$ cat src/rtl/i2c_arb_pkg.sv
// Shared types for the I2C requester arbiter.
// FSM states, response codes and width helpers.
package i2c_arb_pkg;

  typedef enum logic [2:0] {
    ST_IDLE,
    ST_GRANT,
    ST_LAUNCH,
    ST_WAIT_DONE,
    ST_RESPOND,
    ST_HOLDOFF
  } arb_state_t;

  typedef enum logic [1:0] {
    ERR_OK      = 2'd0,
    ERR_NACK    = 2'd1,
    ERR_TIMEOUT = 2'd2
  } rsp_err_t;

  localparam int DEF_DATA_WIDTH = 8;
  localparam int DEF_REQ_NUM    = 4;
  localparam int ADDR_WIDTH     = DEF_DATA_WIDTH - 1;
  localparam int ID_WIDTH       = $clog2(DEF_REQ_NUM);

  function automatic int addr_w(input int dw);
    return dw - 1;
  endfunction

  function automatic int id_w(input int n);
    return (n < 2) ? 1 : $clog2(n);
  endfunction

endpackage

$ cat src/rtl/i2c_rr_pick.sv
// Round-robin picker: first set request after `last`,
// scanning upward with wrap.
module i2c_rr_pick
  import i2c_arb_pkg::*;
#(
  parameter  int REQ_NUM = DEF_REQ_NUM,
  localparam int IW      = id_w(REQ_NUM)
) (
  input  logic [REQ_NUM-1:0] req,
  input  logic [IW-1:0]      last,
  output logic               any,
  output logic [IW-1:0]      idx
);

  logic [IW-1:0] k;

  // Walk from farthest to nearest so the nearest hit wins.
  always_comb begin
    any = |req;
    idx = last;
    k   = last;
    for (int i = REQ_NUM; i >= 1; i--) begin
      k = IW'((int'(last) + i) % REQ_NUM);
      if (req[k]) idx = k;
    end
  end

endmodule

$ cat src/rtl/i2c_req_arbiter.sv
// Round-robin share of one byte-level I2C master engine,
// with completion timeout and bus-free holdoff.
module i2c_req_arbiter
  import i2c_arb_pkg::*;
#(
  parameter  int REQ_NUM     = DEF_REQ_NUM,
  parameter  int PRESC_WIDTH = 16,
  parameter  int DATA_WIDTH  = DEF_DATA_WIDTH,
  parameter  int TMO_WIDTH   = 20,
  localparam int AW          = addr_w(DATA_WIDTH),
  localparam int IW          = id_w(REQ_NUM)
) (
  input  logic                    clk_i,
  input  logic                    s_rst_i,
  input  logic [PRESC_WIDTH-1:0]  prescale_i,
  input  logic [TMO_WIDTH-1:0]    timeout_i,
  input  logic [REQ_NUM-1:0]      req_valid_i,
  output logic [REQ_NUM-1:0]      req_ready_o,
  input  logic [REQ_NUM*AW-1:0]   req_addr_i,
  input  logic [REQ_NUM-1:0]      req_dir_i,
  input  logic [REQ_NUM*DATA_WIDTH-1:0] req_data_i,
  output logic                    rsp_valid_o,
  input  logic                    rsp_ready_i,
  output logic [IW-1:0]           rsp_id_o,
  output logic [DATA_WIDTH-1:0]   rsp_data_o,
  output logic [1:0]              rsp_err_o,
  output logic                    m_en_o,
  output logic                    m_write_o,
  output logic                    m_stop_o,
  output logic                    m_dir_o,
  output logic [AW-1:0]           m_slave_addr_o,
  output logic [DATA_WIDTH-1:0]   m_data_o,
  output logic [PRESC_WIDTH-1:0]  m_prescale_o,
  input  logic                    m_done_i,
  input  logic                    m_nack_i,
  input  logic [DATA_WIDTH-1:0]   m_rdata_i
);

  arb_state_t           state;
  logic [IW-1:0]        last;
  logic [IW-1:0]        pick_idx;
  logic                 pick_any;
  logic [TMO_WIDTH-1:0] tmo_cnt;
  logic [PRESC_WIDTH-1:0] hold_cnt;
  logic                 tmo_hit;

  i2c_rr_pick #(.REQ_NUM(REQ_NUM)) u_pick (
    .req  (req_valid_i),
    .last (last),
    .any  (pick_any),
    .idx  (pick_idx)
  );

  always_comb begin
    req_ready_o = '0;
    if (state == ST_GRANT && pick_any)
      req_ready_o[pick_idx] = 1'b1;
  end

  assign tmo_hit = (timeout_i != '0) &&
    (tmo_cnt == timeout_i - TMO_WIDTH'(1));

  always_ff @(posedge clk_i) begin
    if (s_rst_i) begin
      state          <= ST_IDLE;
      last           <= IW'(REQ_NUM - 1);
      tmo_cnt        <= '0;
      hold_cnt       <= '0;
      rsp_valid_o    <= 1'b0;
      rsp_id_o       <= '0;
      rsp_data_o     <= '0;
      rsp_err_o      <= '0;
      m_en_o         <= 1'b0;
      m_write_o      <= 1'b0;
      m_stop_o       <= 1'b0;
      m_dir_o        <= 1'b0;
      m_slave_addr_o <= '0;
      m_data_o       <= '0;
      m_prescale_o   <= '0;
    end else begin
      unique case (state)
        ST_IDLE: begin
          if (|req_valid_i) state <= ST_GRANT;
        end
        // Fields go straight onto the engine so m_en rises in LAUNCH.
        ST_GRANT: begin
          if (pick_any) begin
            last           <= pick_idx;
            m_slave_addr_o <= req_addr_i[int'(pick_idx)*AW +: AW];
            m_data_o       <= req_data_i[int'(pick_idx)*DATA_WIDTH +: DATA_WIDTH];
            m_dir_o        <= req_dir_i[pick_idx];
            m_prescale_o   <= prescale_i;
            m_en_o         <= 1'b1;
            m_write_o      <= 1'b1;
            m_stop_o       <= 1'b1;
            state          <= ST_LAUNCH;
          end else begin
            state <= ST_IDLE;
          end
        end
        ST_LAUNCH: begin
          tmo_cnt <= '0;
          state   <= ST_WAIT_DONE;
        end
        ST_WAIT_DONE: begin
          if (tmo_cnt != '1) tmo_cnt <= tmo_cnt + TMO_WIDTH'(1);
          if (m_done_i || tmo_hit) begin
            rsp_valid_o <= 1'b1;
            rsp_id_o    <= last;
            m_en_o      <= 1'b0;
            m_write_o   <= 1'b0;
            m_stop_o    <= 1'b0;
            state       <= ST_RESPOND;
            if (m_done_i) begin
              rsp_data_o <= (m_dir_o && !m_nack_i) ? m_rdata_i : '0;
              rsp_err_o  <= m_nack_i ? ERR_NACK : ERR_OK;
            end else begin
              rsp_data_o <= '0;
              rsp_err_o  <= ERR_TIMEOUT;
            end
          end
        end
        ST_RESPOND: begin
          if (rsp_ready_i) begin
            rsp_valid_o <= 1'b0;
            hold_cnt    <= (m_prescale_o == '0) ?
              PRESC_WIDTH'(1) : m_prescale_o;
            state       <= ST_HOLDOFF;
          end
        end
        ST_HOLDOFF: begin
          if (hold_cnt <= PRESC_WIDTH'(1)) state <= ST_IDLE;
          else hold_cnt <= hold_cnt - PRESC_WIDTH'(1);
        end
        default: state <= ST_IDLE;
      endcase
    end
  end

endmodule

$ cat config.mk
export PLATFORM = sky130hd
export DESIGN_NAME = i2c_req_arbiter
export DESIGN_NICKNAME = d
export VERILOG_FILES = /design/src/rtl/i2c_arb_pkg.sv /design/src/rtl/i2c_rr_pick.sv /design/src/rtl/i2c_req_arbiter.sv
export SDC_FILE = /design/constraint.sdc
export NUM_CORES = 1
export LEC_CHECK = 0
export ABC_AREA = 1
export CAP_MARGIN = 20
export CORE_ASPECT_RATIO = 0.7
export CORE_MARGIN = 2
export CORE_UTILIZATION = 49
export CTS_BUF_LIST = sky130_fd_sc_hd__clkbuf_4
export CTS_CLUSTER_DIAMETER = 60
export DETAILED_ROUTE_END_ITERATION = 10
export PLACE_DENSITY = 0.82
export SYNTH_ARGS = -nofsm -noshare
export SYNTH_HDL_FRONTEND = slang
export SYNTH_SLANG_ARGS = --single-unit
$ cat constraint.sdc
create_clock -name clk_i -period 2.7 [get_ports clk_i]
set_input_delay 0.54 -clock clk_i [delete_from_list [all_inputs] [get_ports clk_i]]
set_output_delay 0.54 -clock clk_i [all_outputs]
set_load 0.01 [all_outputs]
# After elaboration in Yosys (flattened, before gate mapping)
# Index checks and enable logic that the tools add are counted.
[op_classes]
n_shift = 2
n_reduce_logical = 21
order_cmp = 7
n_addsub = 7
eq_ne = 14
mux = 39
multipliers = 1
[ops]
columns = ["op", "count"]
rows = [
  ["16-bit 2-to-1 mux", 3],
  ["20-bit one-hot mux with 2 select lines", 1],
  ["16-bit one-hot mux with 2 select lines", 1],
  ["32-bit by 6-bit indexed part select with 8-bit output", 1],
  ["28-bit by 6-bit indexed part select with 7-bit output", 1],
  ["20-bit by 1-bit adder with 20-bit output (second input constant)", 1],
  ["20-bit == test", 1],
  ["20-bit 2-to-1 mux", 1],
  ["20-bit != test (second input constant)", 1],
  ["20-bit nonzero test", 1],
  ["20-bit by 1-bit subtractor with 20-bit output (second input constant)", 1],
  ["3-bit one-hot mux with 6 select lines", 1],
  ["16-bit by 1-bit <= comparator with 1-bit output (second input constant)", 1],
  ["16-bit zero test", 1],
  ["8-bit 2-to-1 mux", 2],
  ["16-bit by 1-bit subtractor with 16-bit output (second input constant)", 1],
  ["2-bit by 3-bit less-than comparator with 1-bit output (second input constant)", 5],
  ["2-bit != test (second input constant)", 7],
  ["2-bit 2-to-1 mux", 6],
  ["3-bit 2-to-1 mux", 4],
  ["1-bit 2-to-1 mux", 11],
  ["1-bit binary-select mux with 2-bit select", 5],
  ["3-bit AND reduction", 3],
  ["2-bit nonzero test", 4],
  ["other kinds (17)", 27],
]
[totals]
elab_cells = 104
register_bits = 87
out_inout_bits = 52
in_bits = 117

# Depth between registers and ports, before layout
# Gate-level depths: netlist of run 1.
[depth]
word_depth = 12
mapped_depth = 17

# Cells and area by module
# A second synthesis of run 1 with hierarchy kept.
[unflattened]
cells_unflattened = 904
hier_area_um2 = 5632.9
[by_module_without_submodules]
columns = ["mod", "area_per_inst_um2", "seq_area_each_um2", "instances", "cells_per_inst"]
rows = [
  ["i2c_req_arbiter", 5415.2, 1741.7, 1, 860],
  ["i2c_rr_pick", 217.7, 0.0, 1, 44],
]

# Worst setup path after synthesis of run 1
# No wires, ideal clock.
[synth_timing]
path_kind = "input to output"
start = "input req_valid_i[1]"
end = "output req_ready_o[0]"
arrival_time_ns = 1.834
required_ns = 2.160
slack_ns = 0.326
path_buffers = 1
cell_stages = 10
cell_sequence = "inv_1 o21ai_1 nand2_2 nand2_2 a21oi_2 or2_4 nand2_4 inv_4 buf_2 nor3_1"
[synth_via]
elab_chain_len = 11
[synth_rtl]
columns = ["element", "line", "source"]
rows = [
  ["start: declaration", "i2c_req_arbiter.sv:17", "input logic [REQ_NUM-1:0] req_valid_i,"],
  ["1-bit binary-select mux with 2-bit select", "i2c_rr_pick.sv:24", "if (req[k]) idx = k;"],
  ["1-bit 2-to-1 mux (not written as such)", "i2c_rr_pick.sv:24", ""],
  ["2-bit 2-to-1 mux (4 in a row)", "i2c_rr_pick.sv:24", ""],
  ["2-bit by 3-bit less-than comparator with 1-bit output (not written as such) / 2-bit by 1-bit >= comparator with 1-bit output (equally long branches)", "i2c_req_arbiter.sv:57", "req_ready_o[pick_idx] = 1'b1;"],
  ["1-bit logical AND (not written as such)", "i2c_req_arbiter.sv:57", ""],
  ["1-bit 2-to-1 mux (not written as such)", "i2c_req_arbiter.sv:57", ""],
  ["1-bit demux with 2-bit select", "i2c_req_arbiter.sv:57", ""],
  ["4-bit 2-to-1 mux *", "i2c_req_arbiter.sv:56", "if (state == ST_GRANT && pick_any)"],
  ["end: declaration", "i2c_req_arbiter.sv:18", "output logic [REQ_NUM-1:0] req_ready_o,"],
]
# Every way passes the cells marked *; elsewhere a longest branch is shown, timed or not. The select of a mux whose other input is x is not followed.

# Worst setup path in the final report of run 1
[layout_timing]
start = "register last[0]"
end = "output req_ready_o[3]"
[layout_via]
elab_chain_len = 12
[layout_rtl]
columns = ["element", "line", "source"]
rows = [
  ["start: declaration", "i2c_req_arbiter.sv:40", "logic [IW-1:0] last;"],
  ["start signal: assignment", "i2c_req_arbiter.sv:66", "last <= IW'(REQ_NUM - 1);"],
  ["start signal: assignment", "i2c_req_arbiter.sv:88", "last <= pick_idx;"],
  ["2-bit by 1-bit adder with 2-bit output", "i2c_rr_pick.sv:23", "k = IW'((int'(last) + i) % REQ_NUM);"],
  ["1-bit binary-select mux with 2-bit select", "i2c_rr_pick.sv:24", ""],
  ["1-bit 2-to-1 mux (not written as such)", "i2c_rr_pick.sv:24", ""],
  ["2-bit 2-to-1 mux (3 in a row)", "i2c_rr_pick.sv:24", ""],
  ["2-bit 2-to-1 mux *", "i2c_rr_pick.sv:24", ""],
  ["2-bit by 3-bit less-than comparator with 1-bit output (not written as such) / 2-bit by 1-bit >= comparator with 1-bit output (equally long branches)", "i2c_req_arbiter.sv:57", ""],
  ["1-bit logical AND (not written as such)", "i2c_req_arbiter.sv:57", ""],
  ["1-bit 2-to-1 mux (not written as such)", "i2c_req_arbiter.sv:57", ""],
  ["1-bit demux with 2-bit select *", "i2c_req_arbiter.sv:57", ""],
  ["4-bit 2-to-1 mux *", "i2c_req_arbiter.sv:56", ""],
]
# Marked as above.

==> impl_metrics.py, run 1 <==
metrics = {
    "timing": {
        "finalSetupTns_ps": 0,
        "worst_pin_slew_ps": 487.1,
        "final_hold_viol_count": 0,
        "min_period_over_period": 0.9554,
        "slew_viol_final": 0,
        "hold_slack_ps": 477.1,
        "min_period_ps": 2580,
        "slew_headroom": 0.6723,
        "max_freq_mhz": 387.7,
        "setup_viol": 0,
        "finClkSkew_ps": 16.02,
    },
    "layout": {
        "n_antenna_cell": 0,
        "final_cell_area_um2": 7918,
        "area_growth_pct": 42.07,
        "nets": 1190,
        "fillers": 983,
        "layout-drive-gt1-share": 0.1248,
    },
    "placed_design": {
        "gp_congestion": 0.9543,
        "postPlaceCellArea_um2": 7647,
        "dpl.hpwl_mm": 13.35,
        "port_buffers": 168,
    },
    "critical_path": {
        "path_class": "reg -> out",
        "worstPathCellList": "buf_4 -> o21ai_4 -> nand2_2 -> nand2_2 -> o21ai_1 -> a21oi_2 -> o21ai_4 -> inv_2 -> nand2_2 -> nor2_1 -> buf_2",
        "required_ps": 2160,
        "cp_slowest_cell": "dfxtp_4",
        "path_buf_inv": 3,
        "crit_path_frequent_cell": "nand2_2",
        "critPathCaptureType": "primary output",
        "slowest_delay_ps": 410,
        "start_kind": "register",
        "crit_family": "compound AO/OA/AOI/OAI gates",
        "arrival_ps": 2040,
        "crit_fanout": 6,
    },
    "detailed_routing": {
        "ant_nets": 0,
        "drc_errors": 0,
        "dr.pass1.iters": 5,
        "routed_via_density": 5.187,
        "first_iter_violations": 514,
        "wl_per_cell_um": 14.27,
        "via_count": 6365,
        "wirelength_mm": 17.51,
    },
    "grt": {
        "overflow": 0,
        "grt_pass1_vias": 5790,
        "antenna_found_initial": 0,
        "track_usage": 0.2843,
        "grt_max_degree": 39,
        "grt_pass1_wl_mm": 27.99,
    },
    "synth": {
        "synth-seq-area-share": 0.3125,
        "yosysTopAreaCell": "dfxtp_1",
        "syn_area_um2": 5573,
        "avgSynthCellArea_um2": 6.413,
        "ys_seq_elements": 87,
        "synthDistinctLibCells": 50,
        "synth_nets": 990,
        "synthesis.yosys.warnings": 0,
        "synthCells": 869,
        "synth.top_cells.by_area": "dfxtp_1, nor2_1, nand2_1, inv_1, o21ai_0",
        "netlist.area_leader.share": 0.3125,
    },
    "clock_tree": {
        "cts_num_sinks": 87,
        "cts_root_buf": "clkbuf_4",
        "clock_path_buffers": 2,
        "clk_pin_slew_ps": 150,
        "clk_latency_ps": 450,
        "cts_htree_levels": 3,
        "cts_tree": "yes",
        "cts_buffers": 9,
    },
    "floorplanning": {
        "die_w_um": 131.5,
        "io_pins": 169,
        "die-area_um2": 12260,
        "die_h_um": 93.23,
        "initial_core_util": 0.5043,
        "coreArea_um2": 11050,
        "fp-row-count": 32,
    },
    "flow_run": {
        "maxCapViolCount": 0,
    },
    "power_and_ir_drop": {
        "power_leakage_nw": 3.357,
        "ir_drop_uv": 352.7,
        "total_power_mw": 4.262,
        "powerDensity_nw_per_um2": 538.3,
    },
    "min_path": {
        "hold_class": "reg -> reg",
    },
    "outcome": {
        "status": "finished clean",
    },
}
cells by family after synthesis:
| logic type | Yosys count | share of synthesized area |
|---|---|---|
| adders and majority gates | 4 | 0.008981 |
| and+or+nand+nor | 423 | 0.3285 |
| buffers and inverters | 129 | 0.09901 |
| xor gates and xnor gates | 27 | 0.04243 |
| AOI/OAI and AO/OA | 199 | 0.2086 |
| DFF | 87 | 0.3125 |
state kept, by name, summed over array words and instances (netlist names):
register,count
tmo_cnt,20
hold_cnt,16
m_prescale_o,16
m_data_o,8
rsp_data_o,8
m_slave_addr_o,7
state,3
last,2
rsp_err_o,2
rsp_id_o,2
m_dir_o,1
m_stop_o,1
rsp_valid_o,1
power by group:
part	internal, mW	switching, mW
combinational	0.811	1.02
clock	0.469	0.467
sequential	1.39	0.0998
total	2.67	1.59
cells in the mapped netlist, drive strengths merged:
| cell | count |
|---|---|
| dfxtp | 87 |
| a22oi | 1 |
| nor2b | 1 |
| o21bai | 1 |
| a32oi | 1 |
| a31oi | 1 |
| inv | 92 |
| nand3 | 40 |
| a21oi | 54 |
| clkbuf | 18 |
| o21a | 1 |
| o2111ai | 1 |
| a21o | 1 |
| o21ai | 110 |
| xnor2 | 8 |
| a221oi | 3 |
| clkinv | 2 |
| buf | 17 |
| o211ai | 18 |
| nor4 | 6 |
| o32ai | 1 |
| ha | 4 |
| nand2 | 152 |
| nand4 | 8 |
| nand3b | 5 |
| nor3b | 2 |
| xor2 | 19 |
| nor3 | 17 |
| or2 | 20 |
| nor2 | 172 |
| a211oi | 4 |
| a21boi | 1 |
| o22ai | 1 |
worst paths after layout:
| path | from | to | slack, ps | cells past startpoint |
|---|---|---|---|---|
| max | last[0]$_SDFFE_PP1P_ | req_ready_o[3] | 120 | 11 |
| min | rsp_id_o[1]$_SDFFE_PP0P_ | rsp_id_o[1]$_SDFFE_PP0P_ | 480 | 2 |
| max reg2reg | tmo_cnt[0]$_SDFFE_PP0P_ | tmo_cnt[16]$_SDFFE_PP0P_ | 430 | 13 |
| min reg2reg | rsp_id_o[1]$_SDFFE_PP0P_ | rsp_id_o[1]$_SDFFE_PP0P_ | 480 | 2 |
layout make-up:
cell class,count,area [um2],area share
clock inverters,7,121.4,0.01533
clock buffers,9,67.56,0.008534
well taps,153,191.4,0.02418
multi-input cells,653,3338,0.4216
flip-flops and latches,87,1749,0.2209
inverters,94,360.3,0.04551
repair buffers,224,2090,0.2639
timing repair:
action                     4_1_cts  5_1_grt
hold buffers                     0        0
pin swaps                        3        6
setup buffers                    0        3
resized for setup               28       17
setup endpoints to repair        4        4
metrics by stage:
stage,util,setup slack (ps),std cells
finish,0.7165,120.4,1227
global route,0.7165,-37.01,1227
CTS,0.7103,9.401,1224
detailed placement,0.6920,-527.7,1208
global placement,0.6920,-423.7,1208
floorplan,-,325.9,869
layout by cell type (no fill, tap or decap), drive strengths merged, types with 8 or more instances in the layout:
cell type and n:
nand2 152, xnor2 8, or2 20, buf 61, clkdlybuf4s50 159, nand4 8
inv 92, o21ai 110, nor3 17, a21oi 54, dfxtp 87, xor2 19
clkbuf 9, o211ai 18, nand3 40, nor2 172
per-layer routing:
metal	up-vias	global-route usage	part of all wire
met5	-	0	0
met4	0	0.04438	0.0047
met3	8	0.08997	0.095
met2	251	0.4463	0.44
met1	2855	0.3910	0.46
li1	3251	-	-
tightest hold or removal path: cells and delay by family (launching register included):
kind               cells  cell delay (ps)
DFF                    1              340
and+or+nand+nor        1               60
AOI/OAI and AO/OA      1               50
No activity file was read; power rests on OpenSTA's default activity.
==> inputs of run 2 (changes only) <==
Settings changed: TNS_END_PERCENT from default to 5.
==> impl_metrics.py, run 2 (synthesis gave the netlist of run 1 again) <==
metrics = {
    "grt": {
        "antenna_found_initial": 0,
        "grt_pass1_vias": 5790,
        "grt_max_degree": 39,
        "track_usage": 0.2843,
        "grt_pass1_wl_mm": 27.99,
        "overflow": 0,
    },
    "floorplanning": {
        "die-area_um2": 12260,
        "coreArea_um2": 11050,
        "die_w_um": 131.5,
        "fp-row-count": 32,
        "initial_core_util": 0.5043,
        "io_pins": 169,
        "die_h_um": 93.23,
    },
    "clock_tree": {
        "clock_path_buffers": 2,
        "clk_latency_ps": 460,
        "cts_num_sinks": 87,
        "cts_buffers": 9,
        "cts_tree": "yes",
        "cts_htree_levels": 3,
        "clk_pin_slew_ps": 150,
        "hold_buffers": 0,
        "cts_root_buf": "clkbuf_4",
    },
    "layout": {
        "finalNonFillerCells": 1226,
        "top_regs": "tmo_cnt x20, hold_cnt x16, m_prescale_o x16",
        "final_common_cell": "nor2_1",
        "largest_register_ff_count": 20,
        "nets": 1189,
        "n_antenna_cell": 0,
        "final_cell_mix": "nor2_1, clkdlybuf4s50_1, nand2_1, dfxtp_1, inv_1",
        "top_register": "tmo_cnt",
        "final_cell_area_um2": 7900,
        "area_growth_pct": 41.76,
        "layout-drive-gt1-share": 0.1240,
        "final_core_util": 0.7149,
    },
    "critical_path": {
        "critPathCaptureType": "primary output",
        "crit_path_frequent_cell": "nand2_2",
        "path_class": "reg -> out",
        "crit_fanout": 6,
        "arrival_ps": 2080,
        "worstPathCellList": "buf_4 -> o21ai_2 -> nand2_2 -> nand2_2 -> o21ai_1 -> a21oi_2 -> o21ai_4 -> inv_2 -> nand2_2 -> nor2_1 -> buf_2",
        "slowest_delay_ps": 400,
        "required_ps": 2160,
        "cp_slowest_cell": "dfxtp_4",
        "start_kind": "register",
        "crit_family": "compound AO/OA/AOI/OAI gates",
        "path_buf_inv": 3,
    },
    "detailed_routing": {
        "via_count": 6356,
        "routed_via_density": 5.184,
        "dr.pass1.iters": 5,
        "first_iter_violations": 488,
        "ant_nets": 0,
        "drc_errors": 0,
        "wl_per_cell_um": 14.29,
        "wirelength_mm": 17.52,
    },
    "outcome": {
        "status": "finished clean",
    },
    "timing": {
        "setup_viol": 0,
        "max_freq_mhz": 381.7,
        "min_period_over_period": 0.9704,
        "final_hold_viol_count": 0,
        "slew_headroom": 0.6477,
        "slew_viol_final": 0,
        "finalSetupTns_ps": 0,
        "finClkSkew_ps": 18.30,
        "worst_pin_slew_ps": 523.6,
        "min_period_ps": 2620,
    },
    "power_and_ir_drop": {
        "total_power_mw": 4.255,
        "power_leakage_nw": 3.352,
        "powerDensity_nw_per_um2": 538.6,
        "ir_drop_uv": 352.8,
    },
    "flow_run": {
        "maxCapViolCount": 0,
    },
    "placed_design": {
        "postPlaceCellArea_um2": 7647,
        "port_buffers": 168,
        "gp_congestion": 0.9543,
        "placedCellCount": 1208,
        "dpl.hpwl_mm": 13.35,
    },
    "min_path": {
        "hold_class": "reg -> reg",
    },
}
run 2: metal layers:
metal	global-route usage	part of all wire	vias up	wire (um)
met5	0	0	-	0
met4	0.04438	0.0055	0	97
met3	0.08997	0.091	11	1589
met2	0.4463	0.44	246	7693
met1	0.3910	0.46	2859	8142
li1	-	-	3240	-
run 2: worst paths after layout:
| kind | depth (start not counted) | end | slack, ps | from |
|---|---|---|---|---|
| setup reg to reg | 13 | tmo_cnt[16]$_SDFFE_PP0P_ | 440 | tmo_cnt[0]$_SDFFE_PP0P_ |
| hold reg to reg | 2 | rsp_id_o[1]$_SDFFE_PP0P_ | 480 | rsp_id_o[1]$_SDFFE_PP0P_ |
| setup / recovery | 11 | req_ready_o[3] | 80 | last[0]$_SDFFE_PP1P_ |
| hold / removal | 2 | rsp_id_o[1]$_SDFFE_PP0P_ | 480 | rsp_id_o[1]$_SDFFE_PP0P_ |
run 2: power breakdown:
group / internal (mW) / total, mW / switching, mW
Clock: 0.469 / 0.935 / 0.467
Combinational: 0.806 / 1.83 / 1.02
Sequential: 1.39 / 1.49 / 0.100
run 2: layout make-up:
class | count | area [um2]
clock buffers | 9 | 67.56
fillers | 992 | 3151
clock inverters | 7 | 121.4
well taps | 153 | 191.4
inverters | 94 | 357.8
multi-input cells | 653 | 3331
repair buffers | 223 | 2082
flip-flops and latches | 87 | 1749
run 2: metrics by stage:
stage                     setup slack [ps]  hold slack, ps
final                                79.97           475.3
after detailed placement            -527.7           456.4
after floorplan                      325.9           444.4
after CTS                           -27.60           477.3
after global placement              -423.7           457.1
after global routing                -40.34           489.9
run 2: timing repair:
action	in CTS	in global routing
pin swaps	4	6
resized for setup	25	17
setup endpoints to repair	4	4
cloned	0	0
setup buffers	0	2
run 2: tightest hold or removal path: stages (launching register included):
cell,delay (ps)
dfxtp_1,340
nand2_1,60
a21oi_1,50
==> inputs of run 3 (changes only) <==
Settings changed: CORE_ASPECT_RATIO 0.7 to default, CTS_CLUSTER_SIZE from default to 14.
==> impl_metrics.py, run 3 (synthesis gave the netlist of run 1 again) <==
metrics = {
    "outcome": {
        "status": "finished clean",
    },
    "floorplanning": {
        "initial_core_util": 0.5074,
        "coreArea_um2": 10980,
        "fp-row-count": 38,
        "die_h_um": 110.6,
        "die-area_um2": 12240,
        "die_w_um": 110.6,
        "io_pins": 169,
    },
    "timing": {
        "slew_viol_final": 0,
        "final_hold_viol_count": 0,
        "finClkSkew_ps": 31.28,
        "rsz0062_at_grt": "true",
        "setup_viol": 0,
        "min_period_over_period": 0.9705,
        "min_period_ps": 2620,
        "worst_pin_slew_ps": 1060,
        "worst_slack_ps": 79.67,
        "slew_headroom": 0.2924,
        "hold_slack_ps": 471.9,
        "max_freq_mhz": 381.6,
        "finalSetupTns_ps": 0,
    },
    "clock_tree": {
        "cts_num_sinks": 87,
        "cts_buffers": 9,
        "cts_htree_levels": 3,
        "clock_path_buffers": 2,
        "cts_root_buf": "clkbuf_4",
        "clk_latency_ps": 430,
        "clk_pin_slew_ps": 140,
        "cts_tree": "yes",
        "hold_buffers": 0,
    },
    "grt": {
        "top_usage_layer": "met2",
        "grt_max_degree": 40,
        "grt_use_met3": 0.05324,
        "grt_pass1_vias": 5735,
        "met2_usage": 0.4548,
        "met1_usage": 0.3167,
        "antenna_found_initial": 0,
        "overflow": 0,
        "grt_pass1_wl_mm": 26.77,
        "track_usage": 0.2595,
    },
    "min_path": {
        "hold_class": "reg -> reg",
    },
    "critical_path": {
        "start_kind": "register",
        "arrival_ps": 2080,
        "crit_fanout": 5,
        "cp_slowest_cell": "dfxtp_4",
        "path_buf_inv": 4,
        "worstPathCellList": "buf_6 -> nand2_2 -> o21ai_4 -> buf_4 -> nand2_2 -> nand2_2 -> a21oi_2 -> or2_4 -> nand2_4 -> inv_4 -> nand2_1 -> nor2_2 -> buf_2",
        "required_ps": 2160,
        "slowest_delay_ps": 400,
        "path_class": "reg -> out",
        "critPathCaptureType": "primary output",
        "crit_family": "simple AND/OR/NAND/NOR gates",
        "crit_path_frequent_cell": "nand2_2",
    },
    "placed_design": {
        "dp_slack_ps": -458.9,
        "dpl.hpwl_mm": 12.75,
        "gp_congestion": 0.9221,
        "placedCellCount": 1188,
        "port_buffers": 168,
    },
    "layout": {
        "largest_register_ff_count": 20,
        "top_regs": "tmo_cnt x20, hold_cnt x16, m_prescale_o x16",
        "final_common_cell": "nor2_1",
        "layout-drive-gt1-share": 0.1257,
        "top_register": "tmo_cnt",
        "n_antenna_cell": 0,
        "final_core_util": 0.7193,
        "finalNonFillerCells": 1214,
        "final_cell_mix": "nor2_1, clkdlybuf4s50_1, nand2_1, dfxtp_1, inv_1",
        "area_growth_pct": 41.76,
        "fillers": 912,
        "nets": 1190,
    },
    "detailed_routing": {
        "via_count": 6289,
        "drc_errors": 0,
        "wl_per_cell_um": 13.69,
        "first_iter_violations": 356,
        "ant_nets": 0,
        "routed_via_density": 5.180,
        "wirelength_mm": 16.62,
        "dr.pass1.iters": 5,
    },
    "power_and_ir_drop": {
        "powerDensity_nw_per_um2": 533.4,
        "p_int_mw": 2.635,
        "pwr-share-comb": 0.441,
        "power_leakage_nw": 3.376,
        "clockPowerShare": 0.206,
        "swShare": 0.3748,
        "ir_drop_uv": 386.5,
        "p_switching_mw": 1.579,
        "seqPwrFrac": 0.353,
    },
    "flow_run": {
        "maxCapViolCount": 0,
    },
}
[run 3: final cells by class]
| type | count | area (um2) | share of cell area |
|---|---|---|---|
| Timing Repair Buffer | 224 | 2091 | 0.2647 |
| Clock buffer | 9 | 67.56 | 0.008552 |
| Inverter | 94 | 362.8 | 0.04593 |
| Clock inverter | 7 | 101.3 | 0.01283 |
| Tap cell | 140 | 175.2 | 0.02217 |
| Multi-Input combinational cell | 653 | 3353 | 0.4245 |
| Sequential cell | 87 | 1749 | 0.2214 |
[run 3: per-layer routing]
layer / wire length (um) / vias to the layer above
met3: 1118 / 31
met1: 6973 / 2822
li1: - / 3235
met2: 8116 / 201
met4: 414 / 0
met5: 0 / -
[run 3: path summary, 6_finish.rpt]
check / startpoint / cells past startpoint / slack (ps) / to
setup / recovery: last[0]$_SDFFE_PP1P_ / 13 / 80 / req_ready_o[1]
hold / removal: rsp_id_o[1]$_SDFFE_PP0P_ / 2 / 470 / rsp_id_o[1]$_SDFFE_PP0P_
setup reg to reg: last[0]$_SDFFE_PP1P_ / 16 / 400 / m_data_o[0]$_SDFFE_PP0P_
hold reg to reg: rsp_id_o[1]$_SDFFE_PP0P_ / 2 / 470 / rsp_id_o[1]$_SDFFE_PP0P_
[run 3: stage by stage]
step / power [mW] / instance area (um2)
final: 4.214 / 7900
after global routing: 4.484 / 7900
after CTS: 4.140 / 7749
after detailed placement: 3.279 / 7579
after global placement: 3.255 / 7579
after floorplan: 2.609 / 5573
[run 3: worst register-to-register path, stage by stage (launching register included)]
cell and delay, ps:
dfxtp_4 400, buf_6 140, nand2_2 70, o21ai_4 60, buf_4 130, nand2_2 70, nand2_2 70, a21oi_2 130
or2_4 150, nand2_4 50, buf_4 130, buf_4 210, or2_1 240, o211ai_1 80, o21ai_1 110, o21ai_1 130
inv_1 50
[run 3: power groups by stage]
stage / Combinational [mW] / Clock (mW) / Sequential, mW
final: 1.86 / 0.867 / 1.49
after global routing: 2.05 / 0.932 / 1.50
after CTS: 1.78 / 0.875 / 1.49
after detailed placement: 1.77 / 0 / 1.51
after global placement: 1.75 / 0 / 1.51
after floorplan: 1.08 / 0 / 1.53
[run 3: what timing repair did]
| item | 4_1_cts | 5_1_grt |
|---|---|---|
| hold endpoints to repair | 0 | 0 |
| pin swaps | 1 | 11 |
| setup buffers | 0 | 11 |
| endpoints found under the setup margin | 4 | 9 |
| gates resized for setup | 23 | 27 |
==> RTL edit: new RTL, flow settings as in run 2 <==
Change the parameter `PRESC_WIDTH` from 16 to 18.
--- a/src/rtl/i2c_req_arbiter.sv
+++ b/src/rtl/i2c_req_arbiter.sv
@@ -6,3 +6,3 @@
   parameter  int REQ_NUM     = DEF_REQ_NUM,
-  parameter  int PRESC_WIDTH = 16,
+  parameter  int PRESC_WIDTH = 18,
   parameter  int DATA_WIDTH  = DEF_DATA_WIDTH,
Ports: changed (resized m_prescale_o and prescale_i); port bits go from 169 to 173. The function was not compared with the original's and may differ.
==> RTL edit against run 2 <==
- clock power decreased by 9.6%
- die area up 3.5%
- clock skew increased by 1.4 ps
- cell area rose by 0.43%
- sequential power is 5% higher
- synthesized area up 3.6%
- non-clock buffer count shrank 14
- wire length shrank 3.8%
- total power up 2.8%
- worst setup slack gained 24 ps
- sequential cell count increased by 4
- largest power group unchanged
==> RTL edit: results (changes against run 2) <==
outcome=complete, no violations; port bufs=172 (+2.4%); Overall Global Routing Usage=26.3% (-2.1 points); layout cell share with drive strength beyond 1=10.6% (-1.8 points); post-synthesis cell type count=46 (-8.0%); Routed WL per cell=13.6 um (-5.0%); Leak=3.32 nW (-0.95%); HPWL Detailed=12.9 mm (-3.6%); Vias=6327 (-0.46%); Syn Inst Count=897 (+3.2%); pin count of the biggest net entering global routing=34 (-13%); largest registers=tmo_cnt (20), hold_cnt (18), m_prescale_o (18); Max VDD drop=0.444 mV (+26%); top post-synthesis cells by area=dfxtp_1 32%, nor2_1 10%, nand2_1 9.9%; drt total wl=16.9 mm (-3.8%); sequential area share after synthesis=31.5% (+0.30 points); Worst path slowest cell=clkdlybuf4s50_1; Syn Nets=1020 (+3.0%); Rel. slew slack=52.0% (-13 points); Synth top cells by count=156 x nor2_1, 152 x nand2_1, 93 x inv_1; Clock Skews=19.7 ps (+1.37 ps); slowest stage delay, CP=520 ps (+120 ps); first-pass GRT wire length=27.1 mm (-3.3%); final net count=1203 (+1.2%); crit-path max FO=5 (-1); CP Data Arrival Time=2060 ps (-20 ps); Post-Place Setup Slack=-306 ps (+222 ps); RD Place Congestion=0.870 (-8.9%)
RTL edit: area by class of cell:
type | count | area (um^2)
Clock buffer | 9 | 67.6
Clock inverter | 6 | 91.3
Fill cell | 996 | 3670
Inverter | 100 | 383
Multi-Input combinational cell | 669 | 3390
Sequential cell | 91 | 1830
Tap cell | 157 | 196
Timing Repair Buffer | 209 | 1980
RTL edit: kinds of logic (layout without fill, tap and decap cells):
family	after synthesis	count (layout)	share of synthesized area (%)
AOI/OAI and AO/OA	212	212	21.2
xor gates and xnor gates	20	20	3.03
adders and majority gates	4	4	0.867
buffers and inverters	137	324	10.1
DFF	91	91	31.5
and+or+nand+nor	433	433	33.2
RTL edit: worst paths after layout:
kind | from | end | slack, ps | depth (start not counted)
max | req_valid_i[1] | req_ready_o[0] | 100 | 12
min | rsp_data_o[7] | rsp_data_o[7] | 480 | 2
max reg2reg | hold_cnt[0] | hold_cnt[10] | 420 | 9
min reg2reg | rsp_data_o[7] | rsp_data_o[7] | 480 | 2
RTL edit: critical path, delay by kind of cell:
family	cells	cell delay, ps
and+or+nand+nor	8	720
AOI/OAI and AO/OA	1	90
buffers and inverters	3	710
RTL edit: where the power goes:
group          switching (mW)  internal [mW]  total [mW]
sequential              0.105           1.47        1.57
combinational            1.09          0.866        1.96
clock                   0.472          0.374       0.845
RTL edit: repair_timing:
action	in CTS	in global routing
gates resized for setup	9	21
setup endpoints to repair	4	4
endpoints found under the hold margin	0	0
buffers inserted	0	1
pin swaps	0	5
RTL edit: per-layer routing:
metal	routed length (um)	track usage, %
met1	8280	38.5
met2	7130	39.6
met3	1140	5.31
met4	306	6.47
met5	0	0
